===== config.mk =====
export PLATFORM = sky130hd
export DESIGN_NAME = bist_ctrl_multiseed
export DESIGN_NICKNAME = d
export VERILOG_FILES = /design/src/rtl/bist_pkg.sv /design/src/rtl/bist_blk_counter.sv /design/src/rtl/bist_ctrl_multiseed.sv
export SDC_FILE = /design/constraint.sdc
export NUM_CORES = 1
export LEC_CHECK = 0
export BUFFER_PORTS_ARGS = -buffer_cell sky130_fd_sc_hd__buf_4
export CAP_MARGIN = 20
export CORE_MARGIN = 5
export CORE_UTILIZATION = 45
export CTS_CLUSTER_DIAMETER = 80
export DETAILED_ROUTE_END_ITERATION = 10
export GPL_TIMING_DRIVEN = 1
export PLACE_DENSITY = 0.67
export SLEW_MARGIN = 20
export SYNTH_ARGS = -nofsm -noshare
export SYNTH_HDL_FRONTEND = slang
export SYNTH_SLANG_ARGS = --single-unit

===== constraint.sdc =====
create_clock -name CLK -period 4.6 [get_ports CLK]
set_clock_uncertainty 0.2 [all_clocks]
set_input_delay 0.46 -clock CLK [delete_from_list [all_inputs] [get_ports CLK]]
set_output_delay 0.46 -clock CLK [all_outputs]
set_load 0.05 [all_outputs]

===== src/rtl/bist_pkg.sv =====
// Shared definitions for the multi-seed BIST controller: state encoding,
// default session geometry and a ceiling-log2 helper for parameter checks.
package bist_pkg;

  typedef enum logic [2:0] {
    S_IDLE  = 3'd0,
    S_ARM   = 3'd1,
    S_INIT  = 3'd2,
    S_RUN   = 3'd3,
    S_DONE  = 3'd4,
    S_HOLD  = 3'd5,
    S_REARM = 3'd6
  } state_t;

  localparam int DEF_N_CYC     = 9;
  localparam int DEF_M_BLK     = 110;
  localparam int DEF_NUM_SEEDS = 4;

  // Smallest r with 2**r >= value.
  function automatic int clog2(input int value);
    int r;
    r = 0;
    for (int i = 0; i < 31; i++) begin
      if ((1 << i) < value) r = i + 1;
    end
    return r;
  endfunction

endpackage


===== src/rtl/bist_blk_counter.sv =====
// Two-level session counter: cnt_n counts cycles inside a block, cnt_m counts
// blocks. Both saturate at their terminal values so they never wrap.
module bist_blk_counter #(
  parameter int CNT_W = 7,
  parameter int N_CYC = 9,
  parameter int M_BLK = 110
) (
  input  logic             CLK,
  input  logic             RESET,
  input  logic             en,
  input  logic             clr,
  output logic [CNT_W-1:0] cnt_n,
  output logic [CNT_W-1:0] cnt_m,
  output logic             blk_wrap,
  output logic             last
);

  localparam logic [CNT_W-1:0] N_LAST = CNT_W'(N_CYC - 1);
  localparam logic [CNT_W-1:0] M_LAST = CNT_W'(M_BLK - 1);

  // blk_wrap: final cycle of the current block; last: currently in the final block.
  assign blk_wrap = (cnt_n == N_LAST);
  assign last     = (cnt_m == M_LAST);

  // Count while enabled; hold once the final cycle of the final block is reached.
  always_ff @(posedge CLK) begin
    if (RESET || clr) begin
      cnt_n <= '0;
      cnt_m <= '0;
    end else if (en && !(blk_wrap && last)) begin
      if (blk_wrap) begin
        cnt_n <= '0;
        cnt_m <= cnt_m + 1'b1;
      end else begin
        cnt_n <= cnt_n + 1'b1;
      end
    end
  end

endmodule


===== src/rtl/bist_ctrl_multiseed.sv =====
// Multi-seed BIST session controller. Sequences M_BLK x N_CYC run cycles,
// steps through NUM_SEEDS seed banks, switches polynomial at POLY_SWITCH and
// grades the final MISR signature. Handshake: START is a level whose rising
// edge (seen as 0 in IDLE/HOLD, then 1 in ARM/REARM) launches one session;
// ABORT is honoured only while running; results are valid while BIST_END=1.
module bist_ctrl_multiseed
  import bist_pkg::*;
#(
  parameter int               CNT_W       = 7,
  parameter int               N_CYC       = DEF_N_CYC,
  parameter int               M_BLK       = DEF_M_BLK,
  parameter int               NUM_SEEDS   = DEF_NUM_SEEDS,
  parameter int               SEED_W      = 2,
  parameter int               POLY_SWITCH = 55,
  parameter int               SIG_W       = 16,
  parameter logic [SIG_W-1:0] GOLDEN_SIG  = '0
) (
  input  logic              CLK,
  input  logic              RESET,
  input  logic              START,
  input  logic              ABORT,
  input  logic [SIG_W-1:0]  MISR_SIG,
  output logic              INIT,
  output logic              OUT,
  output logic              SEED_LOAD,
  output logic [SEED_W-1:0] SEED_SEL,
  output logic              POLY_SEL,
  output logic              BIST_END,
  output logic              FINISH,
  output logic              PASS,
  output logic [2:0]        STATE_DBG
);

  localparam int SEG = M_BLK / NUM_SEEDS;
  localparam logic [CNT_W-1:0] SEG_C       = CNT_W'(SEG);
  localparam logic [CNT_W-1:0] NUM_SEEDS_C = CNT_W'(NUM_SEEDS);
  localparam logic [CNT_W-1:0] LAST_SEED_C = CNT_W'(NUM_SEEDS - 1);
  localparam logic [CNT_W-1:0] POLY_C      = CNT_W'(POLY_SWITCH);
  localparam int SEED_W_EXP = (clog2(NUM_SEEDS) < 1) ? 1 : clog2(NUM_SEEDS);

  if (M_BLK < NUM_SEEDS) begin : g_bad_blk
    $error("M_BLK must be >= NUM_SEEDS");
  end
  if (POLY_SWITCH >= M_BLK) begin : g_bad_poly
    $error("POLY_SWITCH must be < M_BLK");
  end
  if (SEED_W != SEED_W_EXP) begin : g_bad_seed_w
    $error("SEED_W must equal log2(NUM_SEEDS), min 1");
  end

  state_t           state, state_nxt;
  logic             aborted;
  logic             pass_q;
  logic [CNT_W-1:0] cnt_n, cnt_m;
  logic             blk_wrap, last_blk;
  logic [CNT_W-1:0] seg_idx, seg_rem;

  assign STATE_DBG = state;

  bist_blk_counter #(
    .CNT_W (CNT_W),
    .N_CYC (N_CYC),
    .M_BLK (M_BLK)
  ) u_cnt (
    .CLK      (CLK),
    .RESET    (RESET),
    .en       (state == S_RUN),
    .clr      (state == S_INIT),
    .cnt_n    (cnt_n),
    .cnt_m    (cnt_m),
    .blk_wrap (blk_wrap),
    .last     (last_blk)
  );

  // State register.
  always_ff @(posedge CLK) begin
    if (RESET) state <= S_IDLE;
    else       state <= state_nxt;
  end

  // Abort flag and graded result; cleared on every new session.
  always_ff @(posedge CLK) begin
    if (RESET) begin
      aborted <= 1'b0;
      pass_q  <= 1'b0;
    end else begin
      case (state)
        S_INIT: begin
          aborted <= 1'b0;
          pass_q  <= 1'b0;
        end
        S_RUN:  if (ABORT) aborted <= 1'b1;
        S_DONE: pass_q <= !aborted && (MISR_SIG == GOLDEN_SIG);
        default: ;
      endcase
    end
  end

  // Next-state logic; illegal encodings fall back to IDLE.
  always_comb begin
    state_nxt = state;
    case (state)
      S_IDLE:  if (!START) state_nxt = S_ARM;
      S_ARM:   if (START)  state_nxt = S_INIT;
      S_INIT:  state_nxt = S_RUN;
      S_RUN:   if (ABORT || (blk_wrap && last_blk)) state_nxt = S_DONE;
      S_DONE:  state_nxt = S_HOLD;
      S_HOLD:  if (!START) state_nxt = S_REARM;
      S_REARM: if (START)  state_nxt = S_INIT;
      default: state_nxt = S_IDLE;
    endcase
  end

  // Output decode from state and counters; seed index saturates on the last bank.
  always_comb begin
    INIT      = 1'b0;
    OUT       = 1'b0;
    SEED_LOAD = 1'b0;
    SEED_SEL  = '0;
    POLY_SEL  = 1'b0;
    BIST_END  = 1'b0;
    FINISH    = 1'b0;
    PASS      = pass_q;
    seg_idx   = cnt_m / SEG_C;
    seg_rem   = cnt_m % SEG_C;
    case (state)
      S_IDLE, S_ARM: ;
      S_INIT: INIT = 1'b1;
      S_RUN: begin
        OUT       = 1'b1;
        SEED_SEL  = (seg_idx >= LAST_SEED_C) ? SEED_W'(NUM_SEEDS - 1)
                                             : seg_idx[SEED_W-1:0];
        SEED_LOAD = (cnt_n == '0) && (seg_rem == '0) && (seg_idx < NUM_SEEDS_C);
        POLY_SEL  = (cnt_m >= POLY_C);
      end
      S_DONE: begin
        FINISH   = 1'b1;
        BIST_END = 1'b1;
      end
      S_HOLD, S_REARM: BIST_END = 1'b1;
      default: PASS = 1'b0;
    endcase
  end

endmodule


==> flow_summary.ini <==
[run_status]
outcome = completed

[cells_and_area]
stdcell_area_um2 = 2040
fill_cells = 371
register_area_um2 = 382
syn2layout_area_growth_pct = 17.5
nets = 286
drive_gt1_frac = 0.183
multi_input_area_um2 = 1250
num_antenna_cells = 0

[grt]
grt_pass1_wl_um = 7190
antenna_found_initial = 0
grt_pass1_vias = 1612
use_met2 = 0.269
track_usage = 0.168
overflow = 0
grt_start_max_net_pins = 21
use_met1 = 0.227
busiest_layer = met2
grt_use_met3 = 0.0319

[sta]
setup_viol = 0
finalSetupTns_ns = 0
post-route-min-period_ns = 4.39
hold_ws_ns = 0.190
fin_ws_ns = 0.212
slew_violations = 0
fmax_ghz = 0.228
hold_viol_final = 0
tightest_slew_ns = 0.753
min_period_over_period = 0.954
rsz0062_at_grt = false
slew_headroom = 0.485

[logic_synthesis]
ys_types = 52
synthTopCellsByCount = 25 x nor2_1, 20 x a21oi_1, 19 x dfxtp_1
yosysSeqAreaShare = 0.219
postSynthCellCount = 234
synth.top_cell.area_share = 0.219
ys_ff_latch = 19
syn_nets = 262
syn_area_per_cell_um2 = 7.41
syn_area_um2 = 1730
synth.most_common_cell = nor2_1
synthTopCellsByArea = dfxtp_1 22%, a21oi_1 5.8%, ha_1 5.8%, nor2_1 5.4%, nand2_1 3.7%
async_flop_share = 0
yosysTopAreaCell = dfxtp_1
dominantRegCellSynth = dfxtp_1
synth_edf_count = 0
ys_warn_count = 0

[clock_tree]
cts_hold_buf = 0
clk_pin_slew_worst_paths_ns = 0.08
clock_latency_ns = 0.26
numCtsBuffers = 3
cts_buffer_depth = 2
cts-root-buf = clkbuf_8
cts_tree = done
htreeDepth = 1
cts.sinks = 19

[die]
dieHeight_um = 72.1
initial_core_util = 0.470
row_count = 22
die_width_um = 72.1
core_um2 = 3690
dieArea_um2 = 5190
num_io_pins = 32

[power_and_ir_drop]
p_int_mw = 0.268
pwr-share-clk = 0.294
p_seq_frac = 0.457
combPwrFrac = 0.249
powerDensity_nw_per_um2 = 196
ir_drop_mv = 0.184
swShare = 0.329
leakage_nw = 0.824
finalPower_mw = 0.399
switchingPower_mw = 0.131

[critical_path]
slowest_stage = or4_4
cp_common_cell = ha_1
crit_arrival_ns = 3.73
critPathRequiredTime_ns = 3.94
start_kind = flop
crit_chain = inv_1, ha_1, o21a_1, o2111ai_4, nand3_1, and2_1, ha_1, or4_4, nand2_1, mux2_1, o31ai_1, a221oi_2, buf_4
crit_path_end_kind = primary output
critical_path_class = flop to primary output
cp_num_buf_inv = 2
crit_path_max_fanout = 8
slowest_delay_ns = 0.56
crit_family = simple AND/OR/NAND/NOR gates

[detailed_routing]
drc = 0
via_count = 1772
via_per_inst = 5.81
drtIter0Drc = 138
first_pass_iters = 4
ant_nets = 0
drt_wl_total_um = 4310
detail_route.wl_per_cell_um = 14.1

[placement]
portBuffers = 31
gp_congestion = 0.890
place_hpwl_um = 3220
place_ws_ns = 0.416
placed_cell_area_um2 = 1980

[hold_path]
hp-class = input port to flop

[job]
drv_cap = 0
flip-flops by register name, summed over array words and instances (netlist names):
name,count
STATE_DBG,3
aborted,1
pass_q,1
u_cnt.cnt_m,7
u_cnt.cnt_n,7
metal layers:
| metal | up-vias | share of wire |
|---|---|---|
| met5 | - | 0 |
| met4 | 0 | 0.014 |
| met3 | 9 | 0.039 |
| met2 | 45 | 0.47 |
| met1 | 812 | 0.48 |
| li1 | 906 | - |
through the flow:
stage / std cells / utilization
global route: 305 / 0.552
floorplan: 234 / -
CTS: 305 / 0.549
global placement: 301 / 0.536
detailed placement: 301 / 0.536
finish: 305 / 0.552
worst paths after layout:
path,start,end,slack (ns),cells past startpoint
max,u_cnt.cnt_m[0],SEED_LOAD,0.21,13
min,RESET,STATE_DBG[0],0.19,2
max reg2reg,u_cnt.cnt_m[3],STATE_DBG[2],2.12,7
min reg2reg,u_cnt.cnt_n[0],u_cnt.cnt_n[0],0.30,2
layout make-up:
class	count	share of cell area
Multi-Input combinational cell	189	0.616
Clock inverter	1	0.00246
Clock buffer	3	0.0203
Tap cell	48	0.0295
Timing Repair Buffer	33	0.122
Sequential cell	19	0.187
Inverter	12	0.0221
power by group through the flow:
stage	clock [mW]	sequential, mW	combinational [mW]
final	0.117	0.182	0.0993
after global routing	0.130	0.184	0.107
after CTS	0.118	0.182	0.100
after detailed placement	0	0.186	0.0997
after global placement	0	0.186	0.0988
after floorplan	0	0.191	0.0622
layout by cell type, fill, tap and decap left out, types with 7 or more instances in the layout:
cell      n
and2_1    7
nand2_1  17
o21ai_0   8
nor4_1    8
a21oi_1  20
inv_1    12
nand3_1   9
buf_4    33
xor2_1    7
dfxtp_1  18
nor2_1   25
ha_1      8
nand4_1   8
kinds of logic (layout without fill, tap and decap cells):
family / count (synthesis) / in the layout / synth area share
xor gates and xnor gates: 12 / 12 / 0.0606
muxes: 3 / 3 / 0.0181
AOI/OAI and AO/OA: 63 / 63 / 0.261
and+or+nand+nor: 103 / 103 / 0.321
adders and majority gates: 8 / 8 / 0.0578
DFF: 19 / 19 / 0.219
buffers and inverters: 26 / 49 / 0.0628
what timing repair did:
item,CTS,global route
resized for setup,0,2
buffers inserted,0,0
endpoints found under the setup margin,0,1
Note: power is estimated with default switching activity, not from simulation.
